<file path="src/rtl/imem_loader.sv">
// Boot-time loader: assembles a big-endian byte stream into 32-bit words, writes them
// to instruction memory from word address 0, then releases the CPU reset.
module imem_loader #(
    parameter int ADDR_W    = 8,
    parameter int MAX_WORDS = 256
) (
    input  logic              clock,
    input  logic              reset,
    input  logic              in_valid,
    input  logic [7:0]        in_data,
    output logic              in_ready,
    output logic              mem_write,
    output logic [ADDR_W-1:0] mem_addr,
    output logic [31:0]       mem_wdata,
    output logic              done,
    output logic              error,
    output logic              cpu_resetn,
    output logic [2:0]        dbg_state
);

    // Handshake: a byte moves only on a clock edge where in_valid and in_ready are both 1;
    // the source must hold in_data stable while in_valid=1 and in_ready=0.
    typedef enum logic [2:0] {
        S_HDR_HI = 3'd0,
        S_HDR_LO = 3'd1,
        S_DATA   = 3'd2,
        S_WRITE  = 3'd3,
        S_DONE   = 3'd4,
        S_ERR    = 3'd5
    } state_t;

    state_t            state;
    state_t            state_nx;
    logic              rdy_q;
    logic [7:0]        hdr_hi;
    logic [15:0]       n_words;
    logic [23:0]       word_buf;
    logic [1:0]        byte_idx;
    logic [ADDR_W:0]   word_idx;
    logic              xfer;
    logic [15:0]       hdr;
    logic              last_word;

    assign xfer      = in_valid & rdy_q;
    assign hdr       = {hdr_hi, in_data};
    // word_idx is one bit wider than the address so a full 2**ADDR_W program still terminates
    assign last_word = (16'(word_idx) + 16'd1) == n_words;

    always_comb begin
        state_nx = state;
        case (state)
            S_HDR_HI: if (xfer) state_nx = S_HDR_LO;
            S_HDR_LO: begin
                if (xfer) begin
                    if (hdr == 16'd0)                 state_nx = S_DONE;
                    else if (hdr > 16'(MAX_WORDS))    state_nx = S_ERR;
                    else                              state_nx = S_DATA;
                end
            end
            S_DATA:   if (xfer && byte_idx == 2'd3) state_nx = S_WRITE;
            S_WRITE:  state_nx = last_word ? S_DONE : S_DATA;
            default:  state_nx = state;
        endcase
    end

    always_ff @(posedge clock) begin
        if (reset) begin
            state     <= S_HDR_HI;
            rdy_q     <= 1'b0;
            hdr_hi    <= 8'd0;
            n_words   <= 16'd0;
            word_buf  <= 24'd0;
            byte_idx  <= 2'd0;
            word_idx  <= '0;
            mem_addr  <= '0;
            mem_wdata <= 32'd0;
        end else begin
            state <= state_nx;
            rdy_q <= (state_nx == S_HDR_HI) || (state_nx == S_HDR_LO) || (state_nx == S_DATA);
            case (state)
                S_HDR_HI: if (xfer) hdr_hi <= in_data;
                S_HDR_LO: begin
                    if (xfer) begin
                        n_words  <= hdr;
                        byte_idx <= 2'd0;
                        word_idx <= '0;
                    end
                end
                S_DATA: begin
                    if (xfer) begin
                        word_buf <= {word_buf[15:0], in_data};
                        byte_idx <= byte_idx + 2'd1;
                        if (byte_idx == 2'd3) begin
                            mem_wdata <= {word_buf, in_data};
                            mem_addr  <= word_idx[ADDR_W-1:0];
                        end
                    end
                end
                S_WRITE: begin
                    byte_idx <= 2'd0;
                    if (!last_word) word_idx <= word_idx + {{ADDR_W{1'b0}}, 1'b1};
                end
                default: ;
            endcase
        end
    end

    assign in_ready   = rdy_q;
    assign mem_write  = (state == S_WRITE);
    assign done       = (state == S_DONE);
    assign cpu_resetn = (state == S_DONE);
    assign error      = (state == S_ERR);
    assign dbg_state  = state;

endmodule

</file>
<file path="config.mk">
export PLATFORM = sky130hd
export DESIGN_NAME = imem_loader
export DESIGN_NICKNAME = d
export VERILOG_FILES = /design/src/rtl/imem_loader.sv
export SDC_FILE = /design/constraint.sdc
export NUM_CORES = 1
export LEC_CHECK = 0
export CAP_MARGIN = 20
export CORE_UTILIZATION = 54
export DETAILED_ROUTE_END_ITERATION = 6
export HOLD_SLACK_MARGIN = 0.05
export PLACE_DENSITY = 0.89
export SYNTH_ARGS = -nofsm -noshare
export SYNTH_HDL_FRONTEND = slang
export SYNTH_SLANG_ARGS = --single-unit
export TNS_END_PERCENT = 50
</file>
<file path="constraint.sdc">
create_clock -name clock -period 3.4 [get_ports clock]
set_input_delay 0.51 -clock clock [delete_from_list [all_inputs] [get_ports clock]]
set_output_delay 0.51 -clock clock [all_outputs]
set_load 0.01 [all_outputs]
</file>
==> Word-level counts from Yosys, hierarchy flattened <==
Cells that the tools add are included.
{ "classes": {"bitwise": 1, "eq_ne": 12, "magnitude_cmp": 1, "reduce_logical": 14, "addsub": 3, "muxes": 13} }
{ "ops": {"columns": ["cell", "n"], "rows": [
  ["$mux W3", 6],
  ["$mux W9", 2],
  ["$pmux W9 S2", 1],
  ["$eq A10 B16 Y1", 1],
  ["$gt A16 B9 Y1 const B", 1],
  ["$logic_not A16 Y1", 1],
  ["$pmux W3 S4", 1],
  ["$add A9 B1 Y10 const B", 1],
  ["$add A9 B1 Y9 const B", 1],
  ["$eq A3 B2 Y1 const B", 3],
  ["$reduce_and A3 Y1", 3],
  ["$eq A3 B1 Y1 const B", 2],
  ["$eq A3 B3 Y1 const B", 2],
  ["$logic_not A3 Y1", 2],
  ["$ne A2 B2 Y1 const B", 3],
  ["$pmux W2 S3", 1],
  ["$reduce_and A2 Y1", 3],
  ["$mux W2", 2],
  ["$reduce_bool A3 Y1", 1],
  ["$add A2 B1 Y2 const B", 1],
  ["$eq A2 B2 Y1 const B", 1],
  ["$logic_or A1 B1 Y1", 2],
  ["$reduce_bool A2 Y1", 1],
  ["$and A1 B1 Y1", 1],
  ["$logic_and A1 B1 Y1", 1]
]} }
{ "word_totals": {"word_cells": 53, "regBits": 103, "in_bits": 11, "out_inout_bits": 48} }

==> Depth between registers and ports, before layout <==
Gate-level depths: netlist of run 1.
{ "depth": {"word_depth": 8, "mapped_depth": 10, "depth_no_buf": 8} }

==> Least setup slack after synthesis of run 1 <==
No wires, ideal clock.
{ "synth_timing": {"path_kind": "register to register", "from": "reg word_idx[0]", "to": "reg word_idx[0]", "setup_slack_ps": 1026, "stages_incl_launch_ff": 10, "t_arrival_ps": 2253, "required_ps": 3279, "period_less_slack_ps": 2374, "path_cell_list": "dfxtp_1 -> ha_1 -> nand3_2 -> nor4_1 -> o32ai_1 -> or4_1 -> buf_2 -> and2_4 -> buf_6 -> mux2_2"} }
{ "synth_via": {"elab_chain_cells": 4} }
{ "synth_lines": {"columns": ["item", "line", "text"], "rows": [
  ["start, declared", "39", "logic [ADDR_W:0] word_idx;"],
  ["start signal, assigned", "101", "if (!last_word) word_idx <= word_idx + {{ADDR_W{1'b0}}, 1'b1};"],
  ["$add A9 B1 Y10", "47", "assign last_word = (16'(word_idx) + 16'd1) == n_words;"],
  ["$eq A10 B16 Y1", "47", null],
  ["$ne A2 B2 Y1 (no line)", null, null],
  ["$reduce_and A3 Y1 (no line)", null, null]
]} }
Several ways; a longest one is shown, not always the timed one. The select of a mux whose other input is x is not followed.
A chain may end at the register's enable or synchronous reset.

==> Final worst setup path of run 1 <==
{ "layout_timing": {"from": "reg state[0] (netlist: dbg_state[0])", "to": "out mem_write"} }
{ "layout_via": {"elab_chain_cells": 1} }
{ "layout_lines": {"columns": ["item", "line", "text"], "rows": [
  ["start, declared", "32", "state_t state;"],
  ["start signal, assigned", "78", "state <= state_nx;"],
  ["$eq A3 B2 Y1", "109", "assign mem_write = (state == S_WRITE);"],
  ["end, declared", "12", "output logic mem_write,"]
]} }
Every way passes these cells.

==> results of run 1 <==
==> routing by layer <==
| layer | routed length, µm | part of all wire | track usage |
|---|---|---|---|
| met1 | 4380 | 0.44 | 0.325 |
| met2 | 4790 | 0.48 | 0.430 |
| met3 | 600 | 0.060 | 0.0398 |
| met4 | 191 | 0.019 | 0.116 |
| met5 | 0 | 0 | 0 |
==> worst register-to-register path, stage by stage (launching register included) <==
cell and delay, ns:
dfxtp_1 0.47, ha_1 0.35, nand3_2 0.19, nor4_1 0.39, o32ai_1 0.12, or4_1 0.55, o21ai_0 0.38, mux2_2 0.23
==> sequential cells by signal (all words and copies together), names as in the netlist <==
name and flops:
hdr_hi 8, n_words 16, mem_addr 8, dbg_state 3
word_buf 24, in_ready 1, byte_idx 2, word_idx 9
mem_wdata 32
==> kinds of logic after synthesis <==
kind of cell | count (synthesis) | share of synthesized area
AOI/OAI and AO/OA | 121 | 0.158
muxes | 13 | 0.0313
DFF | 103 | 0.491
buffers and inverters | 39 | 0.0387
xor gates and xnor gates | 10 | 0.0209
and+or+nand+nor | 248 | 0.255
adders and majority gates | 2 | 0.00596
==> Yosys cell counts (6+ instances only) <==
cell      number  area share
o21ai_0       12       0.014
mux2i_1       12       0.029
nor2_1        23       0.021
nor3_1         6      0.0071
a21oi_1       88        0.10
nand2_1      179        0.16
nor4_1         6      0.0089
xor2_1         6       0.013
clkbuf_1      29       0.026
dfxtp_1      103        0.49
==> power groups by stage <==
stage	sequential (mW)	combinational [mW]	clock [mW]
CTS	1.23	0.109	0.844
floorplan	1.25	0.0709	0
finish	1.23	0.110	0.847
detailed placement	1.26	0.108	0
global placement	1.26	0.105	0
global route	1.23	0.121	0.899
==> final cells by class <==
type                       instances  area [µm²]  area share
multi-input combinational        394        1980       0.394
inverter                           2        7.51     0.00150
tap                               99         124      0.0247
sequential                       103        2060       0.412
clock inverter                     6        92.6      0.0185
timing repair buffer              64         621       0.124
clock buffer                      10         128      0.0255
==> stage by stage <==
stage               cells  cell area, µm²  power, mW
finish                678            5010       2.19
CTS                   678            5010       2.18
global placement      662            4790       1.36
detailed placement    662            4790       1.37
global route          678            5010       2.25
floorplan             536            4200       1.32
==> how the worst max path moves through the flow <==
stage	cells after the start	from	end	slack [ns]
floorplan	9	word_idx[0]$_SDFFE_PP0P_	word_idx[0]$_SDFFE_PP0P_	1.03
global placement	8	in_valid	mem_wdata[22]$_SDFFE_PP0P_	0.82
detailed placement	8	in_valid	mem_wdata[15]$_SDFFE_PP0P_	0.72
CTS	4	dbg_state[0]$_SDFF_PP0_	mem_write	0.64
global route	4	dbg_state[0]$_SDFF_PP0_	mem_write	0.48
finish	4	dbg_state[0]$_SDFF_PP0_	mem_write	0.64
==> results.json, run 1 <==
{
  "status": "finished clean",
  "min_path_cells": 2,
  "cpLargestDelayFamily": "buffers and inverters",
  "die_x_um": 90.2,
  "combPwrFrac": 0.050,
  "top_level_ports": 59,
  "drcViolationCount": 0,
  "routedWlPerCell_um": 14.7,
  "core-area_mm2": 0.00737,
  "post-cts-setup-buffers": 0,
  "die_area_mm2": 0.00814,
  "nets": 587,
  "hold_end": "mem_addr[7]$_SDFFE_PP0P_",
  "synthToLayoutAreaGrowth_pct": 19.3,
  "mostFrequentLayoutCell": "nand2_1",
  "synth_edf_count": 0,
  "critPathKind": "reg2out",
  "fin_skew_ns": 0.00826,
  "antenna_found_initial": 0,
  "syn-num-nets": 549,
  "crit_buf_inv": 2,
  "r2r.worst_path.cells": 7,
  "cts_max_level": 3,
  "critPathMaxStageDelay_ns": 0.57,
  "endpoint_kind": "output pin",
  "fin_hold_ws_ns": 0.461,
  "first_global_vias": 3610,
  "rsz0062_at_grt": "no",
  "irDropWorstVdd_uv": 328,
  "synth_area_mm2": 0.00420,
  "initial_core_util": 0.570,
  "grt_overflow": 0,
  "slew_viol_final": 0,
  "fp.dieH_um": 90.2,
  "dp_slack_ns": 0.724,
  "drt_iter0_drc": 301,
  "cts_made_buffers": 9,
  "path_clk_slew_ns": 0.10,
  "setup_slack_ns": 0.642,
  "max_freq_ghz": 0.363,
  "clkPwrFrac": 0.387,
  "grt_pass1_wl_mm": 16.9,
  "clock_tree.root_cell": "clkbuf_8",
  "power.leakage_nw": 1.67,
  "num_rows": 31,
  "rr_endpoint": "word_idx[0]$_SDFFE_PP0P_",
  "cts_tree": "done",
  "p_int_mw": 1.68,
  "r2r_slack_ns": 0.67,
  "critPathLaunchType": "flop",
  "fillers": 568,
  "cts_buffer_depth": 2,
  "dp_hpwl_mm": 6.71,
  "antenna_cells": 0,
  "drive_gt1_frac": 0.0535,
  "synthFlopType": "dfxtp_1",
  "period_needed_ns": 2.76,
  "ctsHoldBuffers": 0,
  "required_ns": 2.89,
  "grt_usage": 0.256,
  "powerDensity_mw_per_mm2": 437,
  "mostFrequentLayoutCells": "nand2_1 (179), dfxtp_1 (103), a21oi_1 (88)",
  "hold_path.class": "reg2reg",
  "drt-total-wl_mm": 9.97,
  "setup_tns_ns": 0,
  "arrival_ns": 2.25,
  "port_buffers": 58,
  "synth_cell_type_count": 48,
  "setup_viol": 0,
  "slew-limit-headroom": 0.454,
  "switchingPower_mw": 0.508,
  "final_core_util": 0.680,
  "swShare": 0.232,
  "rr_startpoint": "word_idx[0]$_SDFFE_PP0P_",
  "place_congestion": 0.911,
  "yosysSeqAreaShare": 0.491,
  "yosysWarnings": 0,
  "viasPerCell": 5.70,
  "post-route-period-util": 0.811,
  "vias": 3865,
  "max_cap_viol_count": 0,
  "tightestPinTransition_ns": 0.818,
  "min_from": "mem_addr[7]$_SDFFE_PP0P_",
  "ctsResizeCount": 0,
  "path_max_fanout": 11,
  "drtPass1Iterations": 5,
  "cpMaxStageDelayCell": "dfxtp_1",
  "cts_sinks": 103,
  "hold_viol_final": 0,
  "synth_cells": 536,
  "insertion_delay_ns": 0.37,
  "antenna_left": 0,
  "p_seq_frac": 0.563,
  "ys_seq_elements": 103,
  "cp_cell_sequence": "nor2b_1 -> nand2_1 -> inv_1 -> clkdlybuf4s50_1",
  "synth_area_per_cell_um2": 7.84,
  "grt_max_degree": 87,
  "async_flop_share": 0
}
No activity file was read; power rests on OpenSTA's default activity.
==> inputs of run 2 (changes only) <==
clock period = 2.6 ns   (was 3.4 ns; I/O delays follow)
==> run 2 against run 1 <==
  * Sequential cell count unchanged
  * Sequential power increased by 31%
  * Register-to-register slack got worse by 0.53 ns
  * Sequential share of layout area decreased by 0.54 points
  * Core utilization increased by 0.90 points
  * Global-route usage decreased by 0.58 points
  * First-iteration DRC count decreased by 14%
  * Critical path depth increased by 3
  * Combinational power increased by 39%
  * Via count increased by 0.44%
  * Wire length increased by 0.54%
  * Largest cell class unchanged
  * Highest routed layer unchanged
==> results.json, run 2 (synthesis results as in run 1) <==
{
  "max_cap_viol_count": 0,
  "setup_slack_ns": 0.143,
  "critPathKind": "reg2reg",
  "cts_made_buffers": 9,
  "fin_skew_ns": 0.0112,
  "startpoint": "word_idx[1]$_SDFFE_PP0P_",
  "place_congestion": 0.943,
  "antenna_left": 0,
  "max_flop_register": "mem_wdata",
  "r2r_slack_ns": 0.14,
  "critPathLaunchType": "flop",
  "path_clk_slew_ns": 0.10,
  "setup_viol": 0,
  "initial_core_util": 0.570,
  "max_freq_ghz": 0.407,
  "fp.dieH_um": 90.2,
  "grt_max_degree": 60,
  "insertion_delay_ns": 0.37,
  "cts_tree": "done",
  "drt-total-wl_mm": 10.0,
  "antenna_found_initial": 0,
  "top_regs": "mem_wdata (32), word_buf (24), n_words (16)",
  "viasPerCell": 5.68,
  "critPathMaxStageDelay_ns": 0.54,
  "period_needed_ns": 2.46,
  "grt_overflow": 0,
  "die_area_mm2": 0.00814,
  "synthToLayoutAreaGrowth_pct": 20.9,
  "setup_tns_ns": 0,
  "irDropWorstVdd_uv": 366,
  "die_x_um": 90.2,
  "path_max_fanout": 7,
  "first_global_vias": 3668,
  "grt_pass1_wl_mm": 16.6,
  "required_ns": 2.86,
  "num_rows": 31,
  "dp_slack_ns": 0.0727,
  "arrival_ns": 2.71,
  "status": "finished clean",
  "drive_gt1_frac": 0.0651,
  "slew_viol_final": 0,
  "port_buffers": 58,
  "top_level_ports": 59,
  "mostFrequentLayoutCell": "nand2_1",
  "core-area_mm2": 0.00737,
  "drt_iter0_drc": 258,
  "hold_path.class": "reg2reg",
  "drcViolationCount": 0,
  "final_core_util": 0.689,
  "cts_sinks": 103,
  "rr_startpoint": "word_idx[1]$_SDFFE_PP0P_",
  "antenna_cells": 0,
  "r2r.worst_path.cells": 7,
  "vias": 3882,
  "clock_tree.root_cell": "clkbuf_8",
  "rr_endpoint": "word_idx[0]$_SDFFE_PP0P_",
  "cp_cell_sequence": "ha_2 -> nand3_2 -> nor4_2 -> o32ai_1 -> or4_1 -> and2_4 -> mux2_2",
  "post-route-period-util": 0.945,
  "routedWlPerCell_um": 14.7,
  "total_power_mw": 2.89,
  "hold_viol_final": 0,
  "endpoint_kind": "flop",
  "cpMaxStageDelayCell": "or4_1",
  "tightestPinTransition_ns": 0.739,
  "slew-limit-headroom": 0.503,
  "mostFrequentLayoutCells": "nand2_1 (179), dfxtp_1 (103), a21oi_1 (88)",
  "powerDensity_mw_per_mm2": 568,
  "rsz0062_at_grt": "no",
  "cts_buffer_depth": 2,
  "dp_hpwl_mm": 6.83,
  "grt_usage": 0.250,
  "cts_max_level": 3,
  "power.leakage_nw": 1.70,
  "drtPass1Iterations": 7,
  "largest_reg_flops": 32,
  "nets": 592,
  "worstSetupEndpoint": "word_idx[0]$_SDFFE_PP0P_"
}
## run 2: stage by stage
step,area (µm²),std cells,hold WS [ns]
4_1_cts,5070,683,0.460
3_5_place_dp,4840,667,0.446
5_1_grt,5080,683,0.475
3_3_place_gp,4840,667,0.441
6_report,5080,683,0.459
2_1_floorplan,4200,536,0.432
## run 2: area by class of cell
cell class              count  area (µm²)
repair buffers             69         671
clock buffers              10         128
fillers                   584        2290
multi-input cells         394        1980
inverters                   2        7.51
well taps                  99         124
flip-flops and latches    103        2060
clock inverters             6         100
## run 2: worst min-delay path by stage
stage / from / slack, ns / cells after the start / endpoint
floorplan: word_buf[16]$_SDFFE_PP0P_ / 0.43 / 2 / mem_wdata[24]$_SDFFE_PP0P_
global placement: word_buf[20]$_SDFFE_PP0P_ / 0.44 / 2 / mem_wdata[28]$_SDFFE_PP0P_
detailed placement: mem_wdata[28]$_SDFFE_PP0P_ / 0.45 / 2 / mem_wdata[28]$_SDFFE_PP0P_
CTS: mem_addr[4]$_SDFFE_PP0P_ / 0.46 / 2 / mem_addr[4]$_SDFFE_PP0P_
global route: mem_wdata[28]$_SDFFE_PP0P_ / 0.47 / 2 / mem_wdata[28]$_SDFFE_PP0P_
finish: mem_wdata[28]$_SDFFE_PP0P_ / 0.46 / 2 / mem_wdata[28]$_SDFFE_PP0P_
## run 2: power breakdown
part | internal (mW) | switching (mW) | leakage, nW
Combinational | 0.0590 | 0.0938 | 0.757
Sequential | 1.59 | 0.0179 | 0.831
Clock | 0.561 | 0.562 | 0.115
## run 2: metal layers
metal / GRT usage / vias up / routed length (µm)
met5: 0 / - / 0
met3: 0.0296 / 22 / 666
met4: 0.106 / 0 / 207
li1: - / 1885 / -
met1: 0.319 / 1807 / 4220
met2: 0.429 / 168 / 4930
## run 2: worst max-delay path: cells and delay by family (launching register included)
family / cells / cell delay (ns)
simple gates: 4 / 1.30
flops: 1 / 0.40
fa+ha+maj: 1 / 0.27
mux: 1 / 0.26
compound gates: 1 / 0.12
## run 2: what timing repair did
| action | CTS | global route |
|---|---|---|
| hold buffers | 0 | 0 |
| resized for setup | 0 | 2 |
| buffers inserted | 0 | 0 |
| setup endpoints to repair | 0 | 7 |
